[src/rtl/stopwatch_pkg.sv]
// Shared types and constants for the tick-driven BCD stopwatch.
// Digit limits, state encoding and the BCD step helper.
package stopwatch_pkg;

  typedef enum logic [1:0] {
    ST_IDLE  = 2'd0,
    ST_RUN   = 2'd1,
    ST_PAUSE = 2'd2,
    ST_FULL  = 2'd3
  } state_t;

  localparam logic [3:0] TENTHS_MAX   = 4'd9;
  localparam logic [3:0] SEC_ONES_MAX = 4'd9;
  localparam logic [3:0] SEC_TENS_MAX = 4'd5;

  // Value a digit takes after an optional increment, wrapping at lim.
  function automatic logic [3:0] bcd_next(
    input logic [3:0] d,
    input logic       inc,
    input logic [3:0] lim
  );
    if (!inc) begin
      return d;
    end
    return (d == lim) ? 4'd0 : d + 4'd1;
  endfunction

endpackage

[src/rtl/bcd_digit_counter.sv]
// One BCD digit of the stopwatch cascade.
// Wraps to 0 after LIMIT; carry is combinational so the chain settles in one cycle.
module bcd_digit_counter
  import stopwatch_pkg::*;
#(
  parameter logic [3:0] LIMIT = 4'd9
) (
  input  logic       clk,
  input  logic       rst,
  input  logic       clr,
  input  logic       inc,
  output logic [3:0] digit,
  output logic       carry
);

  assign carry = inc && (digit == LIMIT);

  // Digit register: cleared by reset or clear, else steps on inc.
  always_ff @(posedge clk) begin
    if (rst || clr) begin
      digit <= 4'd0;
    end else begin
      digit <= bcd_next(digit, inc, LIMIT);
    end
  end

endmodule

[src/rtl/tick_stopwatch_bcd.sv]
// M:SS.t stopwatch fed by a 100 ms tick, with run/pause/full control.
// Optional lap capture registers exist only when STOPWATCH_LAP_EN is defined.
module tick_stopwatch_bcd
  import stopwatch_pkg::*;
#(
  parameter int MAX_MINUTES = 9
) (
  input  logic       clk,
  input  logic       rst,
  input  logic       tick,
  input  logic       start_stop,
  input  logic       clear,
`ifdef STOPWATCH_LAP_EN
  input  logic       lap,
  output logic [3:0] lap_tenths,
  output logic [3:0] lap_sec_ones,
  output logic [3:0] lap_sec_tens,
  output logic [3:0] lap_minutes,
  output logic       lap_valid,
`endif
  output logic       running,
  output logic       full,
  output logic [3:0] tenths,
  output logic [3:0] sec_ones,
  output logic [3:0] sec_tens,
  output logic [3:0] minutes
);

  localparam logic [3:0] MIN_MAX = 4'(MAX_MINUTES);

  state_t state;

  logic at_max;
  logic cnt_en;
  logic c_tenths;
  logic c_ones;
  logic c_tens;
  logic min_carry_unused;

  // Count is pinned at MAX:59.9; a tick there saturates instead of wrapping.
  assign at_max = (minutes  == MIN_MAX)
               && (sec_tens == SEC_TENS_MAX)
               && (sec_ones == SEC_ONES_MAX)
               && (tenths   == TENTHS_MAX);

  assign cnt_en = tick
               && (state == ST_RUN)
               && !at_max
               && !clear;

  bcd_digit_counter #(.LIMIT(TENTHS_MAX)) u_tenths (
    .clk   (clk),
    .rst   (rst),
    .clr   (clear),
    .inc   (cnt_en),
    .digit (tenths),
    .carry (c_tenths)
  );

  bcd_digit_counter #(.LIMIT(SEC_ONES_MAX)) u_ones (
    .clk   (clk),
    .rst   (rst),
    .clr   (clear),
    .inc   (c_tenths),
    .digit (sec_ones),
    .carry (c_ones)
  );

  bcd_digit_counter #(.LIMIT(SEC_TENS_MAX)) u_tens (
    .clk   (clk),
    .rst   (rst),
    .clr   (clear),
    .inc   (c_ones),
    .digit (sec_tens),
    .carry (c_tens)
  );

  // Never fires: saturation stops the cascade before minutes can wrap.
  bcd_digit_counter #(.LIMIT(MIN_MAX)) u_min (
    .clk   (clk),
    .rst   (rst),
    .clr   (clear),
    .inc   (c_tens),
    .digit (minutes),
    .carry (min_carry_unused)
  );

  // Control FSM with registered running/full flags.
  always_ff @(posedge clk) begin
    if (rst || clear) begin
      state   <= ST_IDLE;
      running <= 1'b0;
      full    <= 1'b0;
    end else begin
      unique case (state)
        ST_IDLE: begin
          if (start_stop) begin
            state   <= ST_RUN;
            running <= 1'b1;
          end
        end
        ST_RUN: begin
          if (start_stop) begin
            state   <= ST_PAUSE;
            running <= 1'b0;
          end else if (tick && at_max) begin
            state   <= ST_FULL;
            running <= 1'b0;
            full    <= 1'b1;
          end
        end
        ST_PAUSE: begin
          if (start_stop) begin
            state   <= ST_RUN;
            running <= 1'b1;
          end
        end
        ST_FULL: begin
          state <= ST_FULL;
        end
        default: begin
          state   <= ST_IDLE;
          running <= 1'b0;
          full    <= 1'b0;
        end
      endcase
    end
  end

`ifdef STOPWATCH_LAP_EN
  logic [3:0] nx_tenths;
  logic [3:0] nx_ones;
  logic [3:0] nx_tens;
  logic [3:0] nx_min;
  logic       lap_ok;

  // Lap sees the digits as they will be after this edge.
  assign nx_tenths = bcd_next(tenths,   cnt_en,   TENTHS_MAX);
  assign nx_ones   = bcd_next(sec_ones, c_tenths, SEC_ONES_MAX);
  assign nx_tens   = bcd_next(sec_tens, c_ones,   SEC_TENS_MAX);
  assign nx_min    = bcd_next(minutes,  c_tens,   MIN_MAX);

  assign lap_ok = lap
               && ((state == ST_RUN) || (state == ST_PAUSE));

  // Lap snapshot registers.
  always_ff @(posedge clk) begin
    if (rst || clear) begin
      lap_tenths   <= 4'd0;
      lap_sec_ones <= 4'd0;
      lap_sec_tens <= 4'd0;
      lap_minutes  <= 4'd0;
      lap_valid    <= 1'b0;
    end else if (lap_ok) begin
      lap_tenths   <= nx_tenths;
      lap_sec_ones <= nx_ones;
      lap_sec_tens <= nx_tens;
      lap_minutes  <= nx_min;
      lap_valid    <= 1'b1;
    end
  end
`endif

endmodule

[config.mk]
export PLATFORM = sky130hd
export DESIGN_NAME = tick_stopwatch_bcd
export DESIGN_NICKNAME = d
export VERILOG_FILES = /design/src/rtl/stopwatch_pkg.sv /design/src/rtl/bcd_digit_counter.sv /design/src/rtl/tick_stopwatch_bcd.sv
export SDC_FILE = /design/constraint.sdc
export NUM_CORES = 1
export LEC_CHECK = 0
export CORE_AREA = 2 2 48 50
export DETAILED_ROUTE_END_ITERATION = 10
export DIE_AREA = 0 0 50 52
export PLACE_DENSITY = 0.78
export SETUP_SLACK_MARGIN = 0.1
export SLEW_MARGIN = 20
export SYNTH_ARGS = -nofsm -noshare
export SYNTH_HDL_FRONTEND = slang
export SYNTH_HIERARCHICAL = 1
export SYNTH_SLANG_ARGS = --single-unit
[constraint.sdc]
create_clock -name clk -period 10.82 [get_ports clk]
set_input_delay 2.164 -clock clk [delete_from_list [all_inputs] [get_ports clk]]
set_output_delay 2.164 -clock clk [all_outputs]
set_load 0.02 [all_outputs]
==> Word-level counts from Yosys, hierarchy flattened <==
Index checks and enable logic that the tools add are counted.
{ "word_totals": {"output_inout_bits": 18, "inputBits": 5, "ff_bits": 20, "elab_cells": 68} }
{ "op_classes": {"mux": 24, "bitwise": 1, "reduce_logical": 19, "n_eq_ne": 13, "add_sub_neg": 4} }
{ "op_table": {"columns": ["op", "n"], "rows": [
  ["4-bit two-way mux", 8],
  ["4-bit by 1-bit adder with 4-bit output (second input constant)", 4],
  ["4-bit == test (second input constant)", 3],
  ["1-bit two-way mux", 11],
  ["1-bit logical AND", 10],
  ["2-bit by 1-bit inequality test with 1-bit output (second input constant)", 5],
  ["2-bit two-way mux", 3],
  ["2-bit one-hot mux with 3 select lines", 1],
  ["3-bit AND reduction", 2],
  ["2-bit == test (second input constant)", 2],
  ["4-bit by 3-bit == test with 1-bit output (second input constant)", 1],
  ["3-bit by 2-bit inequality test with 1-bit output (second input constant)", 1],
  ["2-bit by 1-bit == test with 1-bit output (second input constant)", 1],
  ["1-bit logical NOT", 2],
  ["2-bit logical NOT", 1],
  ["1-bit one-hot mux with 2 select lines", 1],
  ["2-bit AND reduction", 1],
  ["2-bit nonzero test", 1],
  ["2-bit OR reduction", 1],
  ["1-bit logical OR", 1],
  ["1-bit inverter", 1]
]} }

==> Logic depth before layout (Yosys ltp) <==
Gate-level depths: netlist of run 1.
{ "depth": {"word_depth": 13, "mapped_depth": 12, "mapped_depth_nobuf": 12} }

==> By module <==
The synthesis of run 1 kept the hierarchy.
{ "modules_own_cells": {"columns": ["module", "cells_per_inst", "n_inst", "seq_area_each_um2", "area_per_inst_um2"], "rows": [
  ["bcd_digit_counter at u_min ...", 20, 3, 80.1, 192.7],
  ["tick_stopwatch_bcd", 28, 1, 80.1, 255.2],
  ["bcd_digit_counter at u_tens", 19, 1, 80.1, 185.2]
]} }

==> Worst setup path before layout of run 1 <==
Ideal clock, no wire load.
{ "synth_path": {"path_kind": "input to register", "start": "input port clear", "end": "register u_min.digit[1]", "setup_slack_ns": 5.900, "n_path_buf": 0, "required_ns": 10.741, "arrival_ns": 4.841, "setup_ns": 0.079, "stages": 10, "cell_sequence": "and4b_1 -> nand2_2 -> nor3b_1 -> nand2_2 -> nor3b_1 -> nand2_2 -> nor4b_1 -> nand2_2 -> or3_1 -> a211oi_2"} }
{ "synth_between": {"elab_chain_cells": 8, "word_cells_on_any_way": 9, "classes_between": "eq/ne: 1; mux: 2; reduce/logical: 6"} }
{ "synth_lines": {"columns": ["item", "line", "text"], "rows": [
  ["start: declaration", "tick_stopwatch_bcd.sv:12", "input logic clear,"],
  ["1-bit logical NOT (*)", "tick_stopwatch_bcd.sv:49", "&& !clear;"],
  ["1-bit logical AND (*)", "tick_stopwatch_bcd.sv:49", null],
  ["1-bit logical AND (*)", "bcd_digit_counter.sv:16", "assign carry = inc && (digit == LIMIT);"],
  ["via c_tenths", "tick_stopwatch_bcd.sv:35", "logic c_tenths;"],
  ["1-bit logical AND (*)", "bcd_digit_counter.sv:16", null],
  ["via c_ones", "tick_stopwatch_bcd.sv:36", "logic c_ones;"],
  ["1-bit logical AND (*)", "bcd_digit_counter.sv:16", null],
  ["via c_tens", "tick_stopwatch_bcd.sv:37", "logic c_tens;"],
  ["1-bit two-way mux", "stopwatch_pkg.sv:22", "if (!inc) begin"],
  ["1-bit two-way mux", "bcd_digit_counter.sv:20", "if (rst || clr) begin"],
  ["2-bit by 1-bit inequality test with 1-bit output (no source line) (*)", null, null],
  ["end signal: assignment", "bcd_digit_counter.sv:23", "digit <= bcd_next(digit, inc, LIMIT);"],
  ["end: declaration", "bcd_digit_counter.sv:12", "output logic [3:0] digit,"]
]} }
Mark *: on every way through the listed nets, which the timed path passes. The rest lies on a longest branch. The select of a mux whose other input is x is not followed.
A chain may end at the register's enable or synchronous reset.

==> Worst setup path in the final report of run 1 <==
{ "layout_path": {"start": "input port clear", "end": "register u_min.digit[3]"} }
{ "layout_between": {"elab_chain_cells": 8, "word_cells_on_any_way": 9, "classes_between": "eq/ne: 1; mux: 2; reduce/logical: 6"} }
{ "layout_lines": {"columns": ["item", "line", "text"], "rows": [
  ["1-bit logical NOT (*)", "tick_stopwatch_bcd.sv:49", null],
  ["1-bit logical AND (*)", "tick_stopwatch_bcd.sv:49", null],
  ["via cnt_en", "tick_stopwatch_bcd.sv:34", "logic cnt_en;"],
  ["1-bit logical AND (*)", "bcd_digit_counter.sv:16", null],
  ["via c_tenths", "tick_stopwatch_bcd.sv:35", null],
  ["1-bit logical AND (*)", "bcd_digit_counter.sv:16", null],
  ["via c_ones", "tick_stopwatch_bcd.sv:36", null],
  ["1-bit logical AND (*)", "bcd_digit_counter.sv:16", null],
  ["via c_tens", "tick_stopwatch_bcd.sv:37", null],
  ["1-bit two-way mux", "stopwatch_pkg.sv:22", null],
  ["1-bit two-way mux", "bcd_digit_counter.sv:20", null],
  ["2-bit by 1-bit inequality test with 1-bit output (no source line) (*)", null, null]
]} }
Marks and branches as above.

==> results of run 1 <==
==> routing by layer <==
layer,up-vias,track usage,share of wire,wire (µm)
met5,-,0,0,0
met4,0,0.06481,0.0044,9
met3,2,0.02874,0.049,101
met2,25,0.3070,0.47,971
met1,418,0.2331,0.48,981
li1,454,-,-,-
==> worst paths after layout <==
path,slack [ps],to,cells after the start,startpoint
worst max-delay path,4830,u_min/digit[3],11,clear
worst min-delay path,460,full,2,full
worst max register to register,6850,u_min/digit[3],12,u_min/digit[2]
worst min register to register,460,full,2,full
==> flip-flops by register name, indices dropped and copies added (netlist names) <==
register and count:
u_min/digit 4, u_ones/digit 4, u_tens/digit 4, u_tenths/digit 4, running 1, state 2, full 1
==> critical path, delay by kind of cell <==
| kind | cells | cell delay (ps) |
|---|---|---|
| and+or+nand+nor | 8 | 2870 |
| buffers and inverters | 1 | 800 |
| AOI/OAI and AO/OA | 2 | 340 |
==> cell type report <==
type	instances	share of cell area
clock buffer	3	0.01748
inverter	2	0.005825
multi-input combinational	84	0.4680
sequential	20	0.3107
tap	28	0.02718
timing repair buffer	22	0.1709
==> through the flow <==
| step | worst slack [ps] | hold slack, ps |
|---|---|---|
| 5_1_grt | 4435 | 496.5 |
| 6_report | 4832 | 455.6 |
| 2_1_floorplan | 5902 | 471.0 |
| 3_3_place_gp | 4690 | 437.0 |
| 3_5_place_dp | 4571 | 443.4 |
| 4_1_cts | 4868 | 460.5 |
==> where the power goes <==
| part | leakage [nW] | switching, mW | internal (mW) |
|---|---|---|---|
| Combinational | 0.222 | 0.00435 | 0.00276 |
| Clock | 0.0138 | 0.0208 | 0.0129 |
| Sequential | 0.161 | 0.000484 | 0.0741 |
| Total | 0.397 | 0.0256 | 0.0897 |
==> reports/qor.csv, run 1 <==
stage,metric,value,unit
finish,design_area,0.001289,mm²
worst_setup_path,crit_path_max_fanout,19,
finish,fin_cells,159,
clock_network,cts_inserted_buffers,3,
floorplan,die_x,50,µm
worst_setup_path,crit_top_cell,nand2_2,
routing,num_vias,899,
clock_network,post_cts_resized,0,
clock_network,cts_tree,built,
logic_synthesis,syn_nets,111,
floorplan,die_area,0.002600,mm²
grt,overflow,0,
placement,place_congestion,0.7756,
routing,drtPass1Iterations,4,
worst_setup_path,worstSetupPathType,in2reg,
power_and_ir_drop,powerDensity,89.52,mW/mm²
floorplan,io_pins,23,
routing,wl_per_cell,12.98,µm
worst_setup_path,arrival,6180,ps
finish,fillers,182,
routing,ant_nets,0,
placement,place_hpwl,1.505,mm
floorplan,start_util,0.4801,
min_path,hold_path_class,reg2reg,
sta,min_period,5988,ps
grt,antenna_found_initial,0,
logic_synthesis,avgSynthCellArea,9.537,µm²
sta,finalMaxSlewViolations,0,
worst_setup_path,cpPeakStageDelay,800,ps
clock_network,path_clk_slew,100,ps
finish,finalNetCount,138,
floorplan,core,0.002106,mm²
finish,utilization,0.6120,
finish,multi_input_area,603.1,µm²
clock_network,postCtsSetupRepairBufs,0,
sta,setup_viol,0,
clock_network,clk_latency,290,ps
power_and_ir_drop,power,0.1154,mW
logic_synthesis,syn-instance-count,106,
sta,period_share,0.5534,
finish,final_cell_mix,"clkdlybuf4s50_1, dfxtp_1, o21ai_0, nor3_1",
placement,placed_cell_area,0.001266,mm²
sta,rsz0062_at_grt,no,
placement,dp_cells,156,
floorplan,fp-row-count,17,
worst_setup_path,cp.required,11010,ps
clock_network,root_buffer,clkbuf_4,
grt,grt_use_total,0.1817,
finish,layout.cells.most_common,clkdlybuf4s50_1,
finish,area_growth,27.48,%
routing,wl,2.064,mm
job,drv_cap,0,
logic_synthesis,synth.cell_area,0.001011,mm²
clock_network,cts_hold_buf,0,
finish,diodes,0,
clock_network,cts_max_level,1,
floorplan,dieHeight,52,µm
finish,regArea,400.4,µm²
sta,tns,0,ps
sta,finClkSkew,2.791,ps
finish,drive_above_1_share,0.1450,
power_and_ir_drop,p_leak,0.3968,nW
worst_setup_path,cp-end-kind,flip-flop,
clock_network,cts_buffer_depth,2,
worst_setup_path,path_cells,"clkdlybuf4s50_1, and4b_1, nand2_2, nor3b_1, nand2_2, nor3b_1, nand2_2, nor4b_1, and4b_2, o21ai_0, a211oi_1",
grt,grt_pass1_vias,854,
power_and_ir_drop,ir_drop,0.05559,mV
logic_synthesis,yosys_warnings,6,
sta,slew_headroom,0.4886,
placement,port_buffers,22,
routing,drcViolationCount,0,
routing,vias_per_cell,5.654,
outcome,status,completed,
sta,finalHoldViolations,0,
routing,drt-initial-drc-count,17,
sta,tightestPinTransition,764.7,ps
worst_setup_path,start_kind,input port,
grt,grt_start_max_net_pins,20,
worst_setup_path,cp_slowest_cell,clkdlybuf4s50_1,
clock_network,clock_sinks,20,
grt,grt_first_pass_wirelength,3.684,mm
sta,max_freq,167.0,MHz
Power figures use the tool's default switching activity.
==> run 2, diff against run 1 <==
--- a/config.mk
+++ b/config.mk
@@ -5,10 +5,10 @@
 export SDC_FILE = /design/constraint.sdc
 export NUM_CORES = 1
 export LEC_CHECK = 0
-export CORE_AREA = 2 2 48 50
+export CORE_AREA = 2 2 50 52
 export DETAILED_ROUTE_END_ITERATION = 10
-export DIE_AREA = 0 0 50 52
-export PLACE_DENSITY = 0.78
+export DIE_AREA = 0 0 52 54
+export PLACE_DENSITY = 0.73
 export SETUP_SLACK_MARGIN = 0.1
 export SLEW_MARGIN = 20
 export SYNTH_ARGS = -nofsm -noshare
==> constraint.sdc (replaced) <==
create_clock -name clk -period 5.95 [get_ports clk]
set_input_delay 1.19 -clock clk [delete_from_list [all_inputs] [get_ports clk]]
set_output_delay 1.19 -clock clk [all_outputs]
set_load 0.02 [all_outputs]
==> reports/qor.csv, run 2 (synthesized netlist as in run 1, its figures left out) <==
stage,metric,value,unit,change
outcome,status,completed,,unchanged
clock_network,cts_inserted_buffers,3,,unchanged
routing,num_vias,925,,was 899
job,drv_cap,0,,unchanged
clock_network,clk_latency,290,ps,about the same
worst_setup_path,crit_path_max_fanout,19,,unchanged
sta,max_freq,217.4,MHz,
finish,finalNetCount,139,,was 138
routing,drcViolationCount,0,,unchanged
grt,grt_pass1_vias,835,,was 854
routing,wl,2.195,mm,was 2.064 mm
finish,final_cell_mix,"clkdlybuf4s50_1, dfxtp_1, o21ai_0, nor3_1",,unchanged
floorplan,core,0.002320,mm²,was 0.002106 mm²
grt,grt_start_max_net_pins,20,,unchanged
worst_setup_path,crit_family,simple AND/OR/NAND/NOR gates,,unchanged
floorplan,start_util,0.4358,,was 0.4801
finish,fillers,219,,was 182
sta,period_share,0.7731,,
clock_network,root_buffer,clkbuf_4,,unchanged
worst_setup_path,worstSetupPathType,in2reg,,unchanged
power_and_ir_drop,p_leak,0.4016,nW,was 0.3968 nW
floorplan,die_x,52,µm,was 50 µm
finish,fin_cells,162,,was 159
power_and_ir_drop,ir_drop,0.1572,mV,was 0.05559 mV
worst_setup_path,path_cells,"clkdlybuf4s50_1, buf_4, and4b_1, nand2_2, nor3b_1, nand2_2, nor3b_1, nand2_2, nor4b_1, and4b_2, o21ai_0, a211oi_1",,"was clkdlybuf4s50_1, and4b_1, nand2_2, nor3b_1, nand2_2, nor3b_1, nand2_2, nor4b_1, and4b_2, o21ai_0, a211oi_1"
clock_network,cts_buffer_depth,2,,unchanged
sta,rsz0062_at_grt,no,,unchanged
routing,wl_per_cell,13.55,µm,was 12.98 µm
routing,drtPass1Iterations,4,,unchanged
placement,port_buffers,22,,unchanged
power_and_ir_drop,powerDensity,164.1,mW/mm²,was 89.52 mW/mm²
clock_network,cts_tree,built,,unchanged
clock_network,postCtsSetupRepairBufs,0,,unchanged
grt,grt_first_pass_wirelength,3.629,mm,was 3.684 mm
floorplan,io_pins,23,,unchanged
sta,finalHoldViolations,0,,unchanged
clock_network,post_cts_resized,0,,unchanged
sta,tightestPinTransition,763.2,ps,was 764.7 ps
finish,drive_above_1_share,0.1515,,was 0.1450
worst_setup_path,cp_slowest_cell,nor4b_1,,was clkdlybuf4s50_1
floorplan,die_area,0.002808,mm²,was 0.002600 mm²
finish,diodes,0,,unchanged
grt,overflow,0,,unchanged
routing,ant_nets,0,,unchanged
power_and_ir_drop,power,0.2131,mW,was 0.1154 mW
sta,tns,0,ps,unchanged
placement,place_congestion,0.8181,,was 0.7756
floorplan,fp-row-count,18,,was 17
clock_network,cts_max_level,1,,unchanged
clock_network,cts_hold_buf,0,,unchanged
sta,finalMaxSlewViolations,0,,unchanged
worst_setup_path,start_kind,input port,,unchanged
finish,multi_input_area,603.1,µm²,unchanged
grt,grt_use_total,0.1733,,was 0.1817
placement,dp_cells,159,,was 156
worst_setup_path,cp-end-kind,flip-flop,,unchanged
routing,vias_per_cell,5.710,,was 5.654
placement,place_hpwl,1.526,mm,was 1.505 mm
sta,min_period,4600,ps,
worst_setup_path,arrival,4810,ps,was 6180 ps
worst_setup_path,crit_top_cell,nand2_2,,unchanged
clock_network,clock_sinks,20,,unchanged
finish,regArea,400.4,µm²,unchanged
finish,layout.cells.most_common,clkdlybuf4s50_1,,unchanged
sta,slew_headroom,0.4896,,was 0.4886
grt,antenna_found_initial,0,,unchanged
clock_network,path_clk_slew,110,ps,was 100 ps
finish,area_growth,28.47,%,was 27.48%
sta,setup_viol,0,,unchanged
worst_setup_path,cpPeakStageDelay,670,ps,was 800 ps
worst_setup_path,cp.required,6160,ps,"was 11,010 ps"
sta,finClkSkew,1.776,ps,was 2.791 ps
worst_setup_path,critPathBufInv,2,,was 1
routing,drt-initial-drc-count,14,,was 17
floorplan,dieHeight,54,µm,was 52 µm
min_path,hold_path_class,reg2reg,,unchanged
-- run 2: changes by cell type in the layout (fill, tap and decap cells not counted) --
cell / previous run / this run
buf_4: 0 / 1
-- run 2: area by class of cell --
cell class,instances,area share
timing repair buffer,23,0.1753
sequential,20,0.3083
inverter,2,0.005780
clock buffer,3,0.01734
multi-input combinational,84,0.4644
tap,30,0.02890
-- run 2: path summary, 6_finish.rpt --
check	start	endpoint	slack (ps)	depth (start not counted)
worst min register to register	full	full	460	2
worst max-delay path	clear	u_min/digit[3]	1350	12
worst min-delay path	full	full	460	2
worst max register to register	u_tenths/digit[2]	u_min/digit[3]	2040	12
-- run 2: power by group --
part	leakage (nW)	switching (mW)	total, mW	internal, mW
sequential	0.161	0.000924	0.136	0.135
clock	0.0138	0.0403	0.0639	0.0236
combinational	0.226	0.00814	0.0136	0.00546
total	0.402	0.0494	0.213	0.164
-- run 2: layer usage --
metal | track usage | share of wire | wire [µm] | vias up
met5 | 0 | 0 | 0 | -
met4 | 0.07895 | 0.0068 | 15 | 0
met3 | 0.03333 | 0.037 | 81 | 2
met2 | 0.2890 | 0.47 | 1037 | 21
met1 | 0.2162 | 0.48 | 1061 | 441
li1 | - | - | - | 461
-- run 2: worst reg2reg max path: cells and delay by family, from the launching register on --
kind            cells  cell delay, ps
simple gates       10            3080
compound gates      2             310
flops               1             460
-- run 2: per-stage QoR --
step | hold WS (ps) | setup slack, ps | area, µm² | utilization
2_1_floorplan | 471.0 | 2006 | 1011 | -
3_3_place_gp | 435.8 | 1171 | 1276 | 0.5502
3_5_place_dp | 449.2 | 1020 | 1276 | 0.5502
4_1_cts | 464.8 | 1347 | 1299 | 0.5599
5_1_grt | 482.9 | 999.3 | 1299 | 0.5599
6_report | 458.6 | 1350 | 1299 | 0.5599
==> run 3, diff against run 2 <==
==> constraint.sdc (replaced) <==
create_clock -name clk -period 4.3 [get_ports clk]
set_input_delay 0.86 -clock clk [delete_from_list [all_inputs] [get_ports clk]]
set_output_delay 0.86 -clock clk [all_outputs]
set_load 0.02 [all_outputs]
==> reports/qor.csv, run 3 (synthesized netlist as in run 1, its figures left out) <==
stage,metric,value,unit,change
grt,overflow,0,,unchanged
floorplan,die_area,0.002808,mm²,unchanged
sta,finalHoldViolations,0,,unchanged
sta,rsz0062_at_grt,no,,unchanged
worst_setup_path,cp-end-kind,flip-flop,,unchanged
sta,period_share,0.8069,,
worst_setup_path,worstSetupPathType,in2reg,,unchanged
clock_network,path_clk_slew,110,ps,about the same
sta,tns,0,ps,unchanged
finish,layout.cells.most_common,clkdlybuf4s50_1,,unchanged
sta,slew_headroom,0.4773,,was 0.4896
routing,wl,2.170,mm,was 2.195 mm
finish,final_cell_mix,"clkdlybuf4s50_1, dfxtp_1, o21ai_0, nor3_1",,unchanged
clock_network,cts_hold_buf,0,,unchanged
finish,multi_input_area,603.1,µm²,unchanged
power_and_ir_drop,ir_drop,0.1489,mV,was 0.1572 mV
floorplan,dieHeight,54,µm,unchanged
finish,finalNetCount,142,,was 139
clock_network,clock_sinks,20,,unchanged
routing,drt-initial-drc-count,12,,was 14
worst_setup_path,r2r_slack,1060,ps,was 2040 ps
sta,finClkSkew,5.936,ps,was 1.776 ps
worst_setup_path,r2r-start,u_tenths/digit[2],,unchanged
outcome,status,completed,,unchanged
worst_setup_path,setup.worst_path.start,tick,,was clear
clock_network,root_buffer,clkbuf_4,,unchanged
finish,fillers,216,,was 219
routing,vias_per_cell,5.612,,was 5.710
sta,max_freq,288.2,MHz,
clock_network,postCtsSetupRepairBufs,0,,unchanged
placement,place_congestion,0.7723,,was 0.8181
clock_network,cts_max_level,1,,unchanged
routing,wl_per_cell,13.15,µm,was 13.55 µm
clock_network,clk_latency,290,ps,about the same
worst_setup_path,arrival,3680,ps,was 4810 ps
clock_network,post_cts_resized,0,,unchanged
finish,regArea,400.4,µm²,unchanged
min_path,hold_path_class,reg2reg,,unchanged
routing,num_vias,926,,was 925
worst_setup_path,crit_path_max_fanout,4,,was 19
grt,grt_first_pass_wirelength,3.470,mm,was 3.629 mm
grt,grt_pass1_vias,823,,was 835
grt,grt_start_max_net_pins,19,,was 20
power_and_ir_drop,powerDensity,221.0,mW/mm²,was 164.1 mW/mm²
worst_setup_path,worst_r2r_endpoint,u_min/digit[1],,was u_min/digit[3]
finish,drive_above_1_share,0.1704,,was 0.1515
worst_setup_path,cp.required,4510,ps,was 6160 ps
grt,grt_use_total,0.1674,,was 0.1733
floorplan,start_util,0.4358,,unchanged
clock_network,cts_tree,built,,unchanged
routing,ant_nets,0,,unchanged
routing,drtPass1Iterations,4,,unchanged
grt,antenna_found_initial,0,,unchanged
floorplan,die_x,52,µm,unchanged
floorplan,core,0.002320,mm²,unchanged
worst_setup_path,reg2regPathDepth,14,,was 12
job,drv_cap,0,,unchanged
finish,diodes,0,,unchanged
placement,place_hpwl,1.554,mm,was 1.526 mm
floorplan,fp-row-count,18,,unchanged
sta,tightestPinTransition,781.5,ps,was 763.2 ps
finish,utilization,0.5696,,was 0.5599
clock_network,cts_inserted_buffers,3,,unchanged
clock_network,cts_buffer_depth,2,,unchanged
sta,min_period,3470,ps,
worst_setup_path,start_kind,input port,,unchanged
placement,port_buffers,22,,unchanged
routing,drcViolationCount,0,,unchanged
floorplan,io_pins,23,,unchanged
power_and_ir_drop,p_leak,0.4180,nW,was 0.4016 nW
sta,finalMaxSlewViolations,0,,unchanged
sta,setup_viol,0,,unchanged
worst_setup_path,crit_end,u_min/digit[1],,was u_min/digit[3]
finish,area_growth,30.69,%,was 28.47%
[run 3: per-layer routing]
| metal | GRT usage | vias up | routed length, µm |
|---|---|---|---|
| li1 | - | 467 | - |
| met1 | 0.2107 | 436 | 1031 |
| met2 | 0.2827 | 21 | 1035 |
| met3 | 0.02778 | 2 | 87 |
| met4 | 0.07018 | 0 | 15 |
| met5 | 0 | - | 0 |
[run 3: report_power, final]
| group | leakage, nW | internal, mW | switching, mW |
|---|---|---|---|
| clock | 0.0138 | 0.0325 | 0.0528 |
| combinational | 0.243 | 0.00756 | 0.0114 |
| sequential | 0.161 | 0.186 | 0.00140 |
| total | 0.418 | 0.226 | 0.0656 |
[run 3: cell type report]
type / count / share of cell area
multi-input cells: 84 / 0.4564
repair buffers: 26 / 0.1894
inverters: 2 / 0.005682
flip-flops and latches: 20 / 0.3030
clock buffers: 3 / 0.01705
well taps: 30 / 0.02841
[run 3: per-stage QoR]
step / power [mW] / setup slack [ps] / hold slack [ps] / instance area [µm²] / cells
2_1_floorplan: 0.1973 / 686.4 / 471.0 / 1011 / 106
3_3_place_gp: 0.2107 / 580.6 / 438.6 / 1299 / 162
3_5_place_dp: 0.2110 / 519.6 / 442.5 / 1299 / 162
4_1_cts: 0.2960 / 822.5 / 458.9 / 1321 / 165
5_1_grt: 0.3069 / 615.8 / 510.6 / 1321 / 165
6_report: 0.2921 / 830.4 / 455.4 / 1321 / 165
[run 3: worst min-delay path by stage]
| stage | slack (ps) | end | start | cells past startpoint |
|---|---|---|---|---|
| after floorplan | 470 | state[1] | state[0] | 2 |
| after global placement | 440 | full | full | 2 |
| after detailed placement | 440 | full | full | 2 |
| after CTS | 460 | full | full | 2 |
| after global routing | 510 | full | full | 2 |
| final | 460 | full | full | 2 |
[run 3: critical path: stages]
cell and delay, ps:
clkdlybuf4s50_1 510, and4b_1 300, nand2_2 90, nor3b_1 360, nand2_2 110, nor3b_1 210
buf_4 160, nand2_2 60, nor4b_1 280, buf_4 180, nand2_2 50, or3_1 320
a211oi_2 170
